### config.mk
export PLATFORM = sky130hd
export DESIGN_NAME = dp_accum8
export DESIGN_NICKNAME = d
export VERILOG_FILES = /design/src/rtl/dp_pkg.sv /design/src/rtl/ram_sync.sv /design/src/rtl/dp_accum8.sv
export SDC_FILE = /design/constraint.sdc
export NUM_CORES = 1
export LEC_CHECK = 0
export CORE_MARGIN = 10
export CORE_UTILIZATION = 30
export DETAILED_ROUTE_END_ITERATION = 6
export DONT_BUFFER_PORTS = 1
export GPL_ROUTABILITY_DRIVEN = 0
export GPL_TIMING_DRIVEN = 0
export SKIP_LAST_GASP = 1
export SLEW_MARGIN = 20
export SYNTH_ARGS = -nofsm -noshare
export SYNTH_HDL_FRONTEND = slang
export SYNTH_SLANG_ARGS = --single-unit
### constraint.sdc
create_clock -name Clock -period 2.4 [get_ports Clock]
set_input_delay 0.48 -clock Clock [delete_from_list [all_inputs] [get_ports Clock]]
set_output_delay 0.48 -clock Clock [all_outputs]
set_load 0.05 [all_outputs]
### src/rtl/dp_pkg.sv
// Shared widths, opcode and A-source encodings for the 8-bit accumulator datapath.
package dp_pkg;

  localparam int unsigned DW = 8;
  localparam int unsigned AW = 5;

  typedef enum logic [2:0] {
    OP_LOAD  = 3'b000,
    OP_STORE = 3'b001,
    OP_ADD   = 3'b010,
    OP_SUB   = 3'b011,
    OP_IN    = 3'b100,
    OP_JZ    = 3'b101,
    OP_JPOS  = 3'b110,
    OP_HALT  = 3'b111
  } opcode_e;

  typedef enum logic [1:0] {
    ASEL_ALU  = 2'b00,
    ASEL_IN   = 2'b01,
    ASEL_MEM  = 2'b10,
    ASEL_HOLD = 2'b11
  } asel_e;

endpackage

### src/rtl/ram_sync.sv
// Single write port RAM with a registered read; read during write returns old contents.
module ram_sync #(
  parameter int unsigned AW = 5,
  parameter int unsigned DW = 8
) (
  input  logic          clk_i,
  input  logic          rst_ni,
  input  logic          we_i,
  input  logic [AW-1:0] waddr_i,
  input  logic [DW-1:0] wdata_i,
  input  logic [AW-1:0] raddr_i,
  output logic [DW-1:0] rdata_o
);

  localparam int unsigned Depth = 2 ** AW;

  logic [DW-1:0] mem_q [Depth];
  logic [DW-1:0] rdata_q;

  // Array is never cleared; writes are blocked while reset is held.
  always_ff @(posedge clk_i) begin
    if (we_i && rst_ni) begin
      mem_q[waddr_i] <= wdata_i;
    end
  end

  always_ff @(posedge clk_i or negedge rst_ni) begin
    if (!rst_ni) begin
      rdata_q <= '0;
    end else begin
      rdata_q <= mem_q[raddr_i];
    end
  end

  assign rdata_o = rdata_q;

endmodule

### src/rtl/dp_accum8.sv
// Accumulator datapath: PC, IR, A, add/sub ALU and unified program/data RAM.
module dp_accum8
  import dp_pkg::*;
#(
  parameter int unsigned DW = dp_pkg::DW,
  parameter int unsigned AW = dp_pkg::AW
) (
  input  logic          Clock,
  input  logic          Reset,
  input  logic          IRload,
  input  logic          JMPmux,
  input  logic          PCload,
  input  logic          Meminst,
  input  logic          MemWr,
  input  logic [1:0]    Asel,
  input  logic          Aload,
  input  logic          Sub,
  input  logic [DW-1:0] Input,
  input  logic          ProgWr,
  input  logic [AW-1:0] ProgAddr,
  input  logic [DW-1:0] ProgData,
  output logic [2:0]    IR,
  output logic          Aeq0,
  output logic          Apos,
  output logic [DW-1:0] Output,
  output logic [AW-1:0] PCout
);

  logic [AW-1:0] pc_q, pc_d;
  logic [DW-1:0] ir_q, ir_d;
  logic [DW-1:0] a_q, a_d;
  logic [DW-1:0] mq;
  logic [DW-1:0] alu_res;
  logic [AW-1:0] ram_addr;
  logic          ram_we;
  logic [AW-1:0] ram_waddr;
  logic [DW-1:0] ram_wdata;

  // Program load wins the write port; the read side always follows the CPU address.
  always_comb begin
    ram_addr  = Meminst ? ir_q[AW-1:0] : pc_q;
    ram_we    = ProgWr | MemWr;
    ram_waddr = ProgWr ? ProgAddr : ram_addr;
    ram_wdata = ProgWr ? ProgData : a_q;
  end

  ram_sync #(
    .AW(AW),
    .DW(DW)
  ) u_ram (
    .clk_i  (Clock),
    .rst_ni (Reset),
    .we_i   (ram_we),
    .waddr_i(ram_waddr),
    .wdata_i(ram_wdata),
    .raddr_i(ram_addr),
    .rdata_o(mq)
  );

  always_comb begin
    alu_res = Sub ? (a_q - mq) : (a_q + mq);
  end

  always_comb begin
    pc_d = pc_q;
    ir_d = ir_q;
    a_d  = a_q;
    if (PCload) begin
      pc_d = JMPmux ? ir_q[AW-1:0] : pc_q + AW'(1);
    end
    if (IRload) begin
      ir_d = mq;
    end
    if (Aload) begin
      unique case (asel_e'(Asel))
        ASEL_ALU:  a_d = alu_res;
        ASEL_IN:   a_d = Input;
        ASEL_MEM:  a_d = mq;
        ASEL_HOLD: a_d = a_q;
        default:   a_d = a_q;
      endcase
    end
  end

  always_ff @(posedge Clock or negedge Reset) begin
    if (!Reset) begin
      pc_q <= '0;
      ir_q <= '0;
      a_q  <= '0;
    end else begin
      pc_q <= pc_d;
      ir_q <= ir_d;
      a_q  <= a_d;
    end
  end

  assign IR     = ir_q[DW-1 -: 3];
  assign Aeq0   = (a_q == '0);
  assign Apos   = ~a_q[DW-1];
  assign Output = a_q;
  assign PCout  = pc_q;

endmodule

==> impl_summary.md <==
Run status
The flow ran to the end, but the final reports show violations. The final reports fail on negative setup slack.

Drt
The total detailed-routing wirelength is 32,810 µm. The DRC violation count after routing is 0. The number of optimization iterations in the first detailed-route pass is 4. The first routing iteration left about 700 violations. The routed via count is a little under 8,000.

The detailed-route vias per instance is about 5.2. The detail route stage leaves a number of antenna-violating nets equal to 0. The routed wirelength normalized by instance count is 22.22 µm.

Power and ir drop
The share of total power in the clock network is around a quarter. The portion of total power attributed to combinational logic is 37.8%. For this design the ratio of total power to cell area is approximately 1100 mW/mm². The static leakage is about 0.0052 µW. The sequential group share of total power is 38.5%.

The peak supply drop is between 500 and 600 µV. Summed over all nets, the switching power comes to between 6000 and 7000 µW. The internal power component is about 11,000 µW. The switching share of total power is 35.99%.

Worst setup path
The dominant cell type by count on the critical path is sky130_fd_sc_hd__buf_6. Walking the worst path, the cells encountered are buf_6 -> mux2i_4 -> buf_12 -> buf_6 -> mux4_2 -> and3_1 -> or4b_1 -> or3_1. At the worst endpoint, the arrival time is roughly 3.2 ns. The start-to-end type of the worst setup path is flop to flop. The maximum fanout along the worst path is 4. In this design, the stage delay of the slowest critical-path cell is around 0.53 ns. STA classifies the critical path endpoint as a flop. The required time reported for the critical path endpoint is about 2.8 ns. Among all stages on the critical path, the largest delay is contributed by sky130_fd_sc_hd__dfrtp_2. The worst setup path is launched from a flop.

Logic synthesis
The xor and xnor area share after synthesis is less than 1%. The main combinational cell family by area after synthesis is multiplexers. The net count of the mapped netlist is a little under 900. The proportion of synthesized area in mux cells is around 11%. The mapped netlist covers ~0.012 mm². The adder and majority gate portion of the synthesized area is about 1.4%.

The register area share after synthesis is between 60% and 70%. The mean post-synth cell area is around 15 µm². The most used flip-flop cell after synthesis is sky130_fd_sc_hd__edfxtp_1. The warning count from the yosys run is 0. In this run, synthesis inferred roughly 260 flip-flops with an integrated enable. The number of different library cells in the post-synthesis netlist is slightly below 50. The synthesized netlist devotes under 10% of its cell area to compound gates. The post-synthesis async set-or-reset flop share is between 10% and 20%.

The synthesis-stage register bit count is between 200 and 300. In the synthesized netlist, the number of instances is around 820. The synthesized-area fraction occupied by and/or/nand/nor cells is between 6 and 7%.

Die
The die is approximately 220 µm tall. The core outline area is slightly above 0.04 mm². The area of the die is 0.04974 mm².

The starting density of the core is between 30 and 40%. The floorplan die width is 223.0 µm. around 50 I/O pins were placed. The cell row count is 74.

Layout
In the layout the commonest cells are sky130_fd_sc_hd__edfxtp_1, sky130_fd_sc_hd__nand2_1, sky130_fd_sc_hd__mux4_2. The net count of the finished layout is roughly 970. The fraction of layout instances using a drive strength above 1 is between 30% and 40%. The area growth from synthesis to layout is 27.85%. The most frequent standard cell in the layout excluding fill and tap cells is sky130_fd_sc_hd__edfxtp_1. For this run, the share of the core covered by cells in the final layout is 38.72%.

Hold path
In this run the worst hold path is classified as input port to flop.

Clock network
In this run the number of H-tree levels came out at 1. After clock tree synthesis, the clock-pin slew on the worst setup and hold paths is around 0.06 ns. The root buffer cell chosen for the clock tree is sky130_fd_sc_hd__clkbuf_16. Buffers inserted during clock tree synthesis total 29. The clock drives 285 sinks. The clock network latency to the later pin of the worst-skew pair is roughly 0.53 ns.

The TritonCTS clock tree is yes. In this run the deepest clock path goes through 3 buffers.

Global routing
The overall overflow remaining after global route is 0. The global-route wire length before repair is 48,670 µm. The aggregate global-route resource usage is between 10% and 20%. The number of antenna violations at the first check in global routing was 1. Entering global routing, the biggest net connects 33 pins. The number of global-route vias before repair came to a little under 8,000.

Timing
Setup repair after global routing could not meet its margin everywhere. The highest clock frequency the design can meet is ~0.36 GHz. The maximum clock skew at final layout is around 0.010 ns. Setup slack on the critical path of the routed design comes to -0.3505 ns. Setup violations remaining at the end of the flow were counted as 52. The max-slew violation count is 0. The routed design could run at a clock period as short as ~2.8 ns.

The period utilization is 114.6%. For the pin with the worst max-slew slack, the measured transition is ~0.85 ns. The hold violation count in the final report was 0. Hold is met by 0.2639 ns. In this run the tightest slew margin relative to its limit is 43.06%.

Place
The count of buffers inserted at the top-level ports is 0. OpenSTA, run right after detailed placement, puts the worst setup slack at -0.9333 ns. The HPWL after detailed placement is between 20,000 and 25,000 µm.

Run
Across the run, the number of max-cap violations was 0.
[path summary, 6_finish.rpt]
| path | from | endpoint | slack, ns | depth (start not counted) |
|---|---|---|---|---|
| max in group asynchronous | Reset | PCout[1] | 1.81 | 2 |
| setup reg to reg | PCout[0] | u_ram.rdata_o[0] | -0.35 | 8 |
| setup / recovery | PCout[0] | u_ram.rdata_o[0] | -0.35 | 8 |
| min in group asynchronous | Reset | Output[6] | 0.39 | 2 |
| hold reg to reg | ir_q[6] | ir_q[6] | 0.52 | 1 |
| hold / removal | PCload | PCout[0] | 0.26 | 3 |
[cell usage after synthesis, types with 6 or more instances]
library cell               number  area share (%)
sky130_fd_sc_hd__ha_1          12             1.2
sky130_fd_sc_hd__clkbuf_1      29            0.88
sky130_fd_sc_hd__nor2b_1        6            0.30
sky130_fd_sc_hd__a221o_1        6            0.49
sky130_fd_sc_hd__inv_1         22            0.67
sky130_fd_sc_hd__buf_2          7            0.28
sky130_fd_sc_hd__o211ai_1       6            0.36
sky130_fd_sc_hd__edfxtp_1     256              62
sky130_fd_sc_hd__xnor2_1       10            0.71
sky130_fd_sc_hd__o22ai_1       16            0.81
sky130_fd_sc_hd__nand2_1       93             2.8
sky130_fd_sc_hd__nor2_1        58             1.8
sky130_fd_sc_hd__a21oi_1       38             1.5
sky130_fd_sc_hd__mux2_2        18             1.6
sky130_fd_sc_hd__o21ai_0       25             1.0
sky130_fd_sc_hd__dfrtp_1       29             5.9
sky130_fd_sc_hd__mux4_2        49             8.9
sky130_fd_sc_hd__a31oi_1        7            0.35
sky130_fd_sc_hd__o31ai_1       12            0.73
sky130_fd_sc_hd__a22oi_1       41             2.5
sky130_fd_sc_hd__mux2i_1       10            0.81
sky130_fd_sc_hd__buf_4          9            0.55
[kinds of logic after synthesis]
| logic type | Yosys count |
|---|---|
| and+or+nand+nor | 188 |
| AOI/OAI and AO/OA | 176 |
| adders and majority gates | 13 |
| xor gates and xnor gates | 10 |
| muxes | 77 |
| buffers and inverters | 70 |
| DFF | 285 |
[critical path: cells and delay by family, from the launching register on]
kind	cells	cell delay [ns]
muxes	2	0.65
and+or+nand+nor	3	1.01
DFF	1	0.53
buffers and inverters	3	0.41
[final cells by class]
cell class | count | area (µm²)
Tap cell | 532 | 665.6
Multi-Input combinational cell | 464 | 4347
Buffer | 45 | 337.8
Sequential cell | 285 | 8436
Inverter | 22 | 82.58
Antenna cell | 2 | 5.005
Fill cell | 3654 | 25020
Clock buffer | 40 | 767.0
Clock inverter | 11 | 97.59
Timing Repair Buffer | 76 | 1071
[stage by stage]
stage                     area, µm²  setup TNS [ns]  cells  power, µW
after floorplan               12630          -28.71    819      10570
after global placement        13300         -344.99   1351      12150
after detailed placement      13390         -201.20   1353      12320
after CTS                     15650          -6.813   1467      17610
after global routing          15800          -6.965   1475      18460
final                         15810          -3.172   1477      17680
[per-layer routing]
| metal | track usage (%) | share of wire, % |
|---|---|---|
| met2 | 20.54 | 48 |
| met3 | 2.615 | 6.8 |
| met5 | 0 | 0 |
| met4 | 4.839 | 3.7 |
| met1 | 16.38 | 42 |
[power by group through the flow]
stage	Clock [µW]	Sequential (µW)	Combinational [µW]
2_1_floorplan	0	6700	3870
3_3_place_gp	0	6880	5280
3_5_place_dp	0	6870	5450
4_1_cts	4260	6790	6570
5_1_grt	4460	6850	7140
6_report	4180	6810	6690
[what timing repair did]
action                     CTS  global route
setup buffers               58            14
hold endpoints to repair    29             0
gates cloned                 4             0
pin swaps                   45            33
resized for setup          123            38
hold buffers                 2             0
setup endpoints to repair  270           333
[state kept, by name (all words and copies together), names as in the netlist]
| signal | flops |
|---|---|
| ir_q | 8 |
| Output | 8 |
| u_ram.rdata_o | 8 |
| PCout | 5 |
| u_ram.mem_q | 256 |
Note: power is estimated with default switching activity, not from simulation.
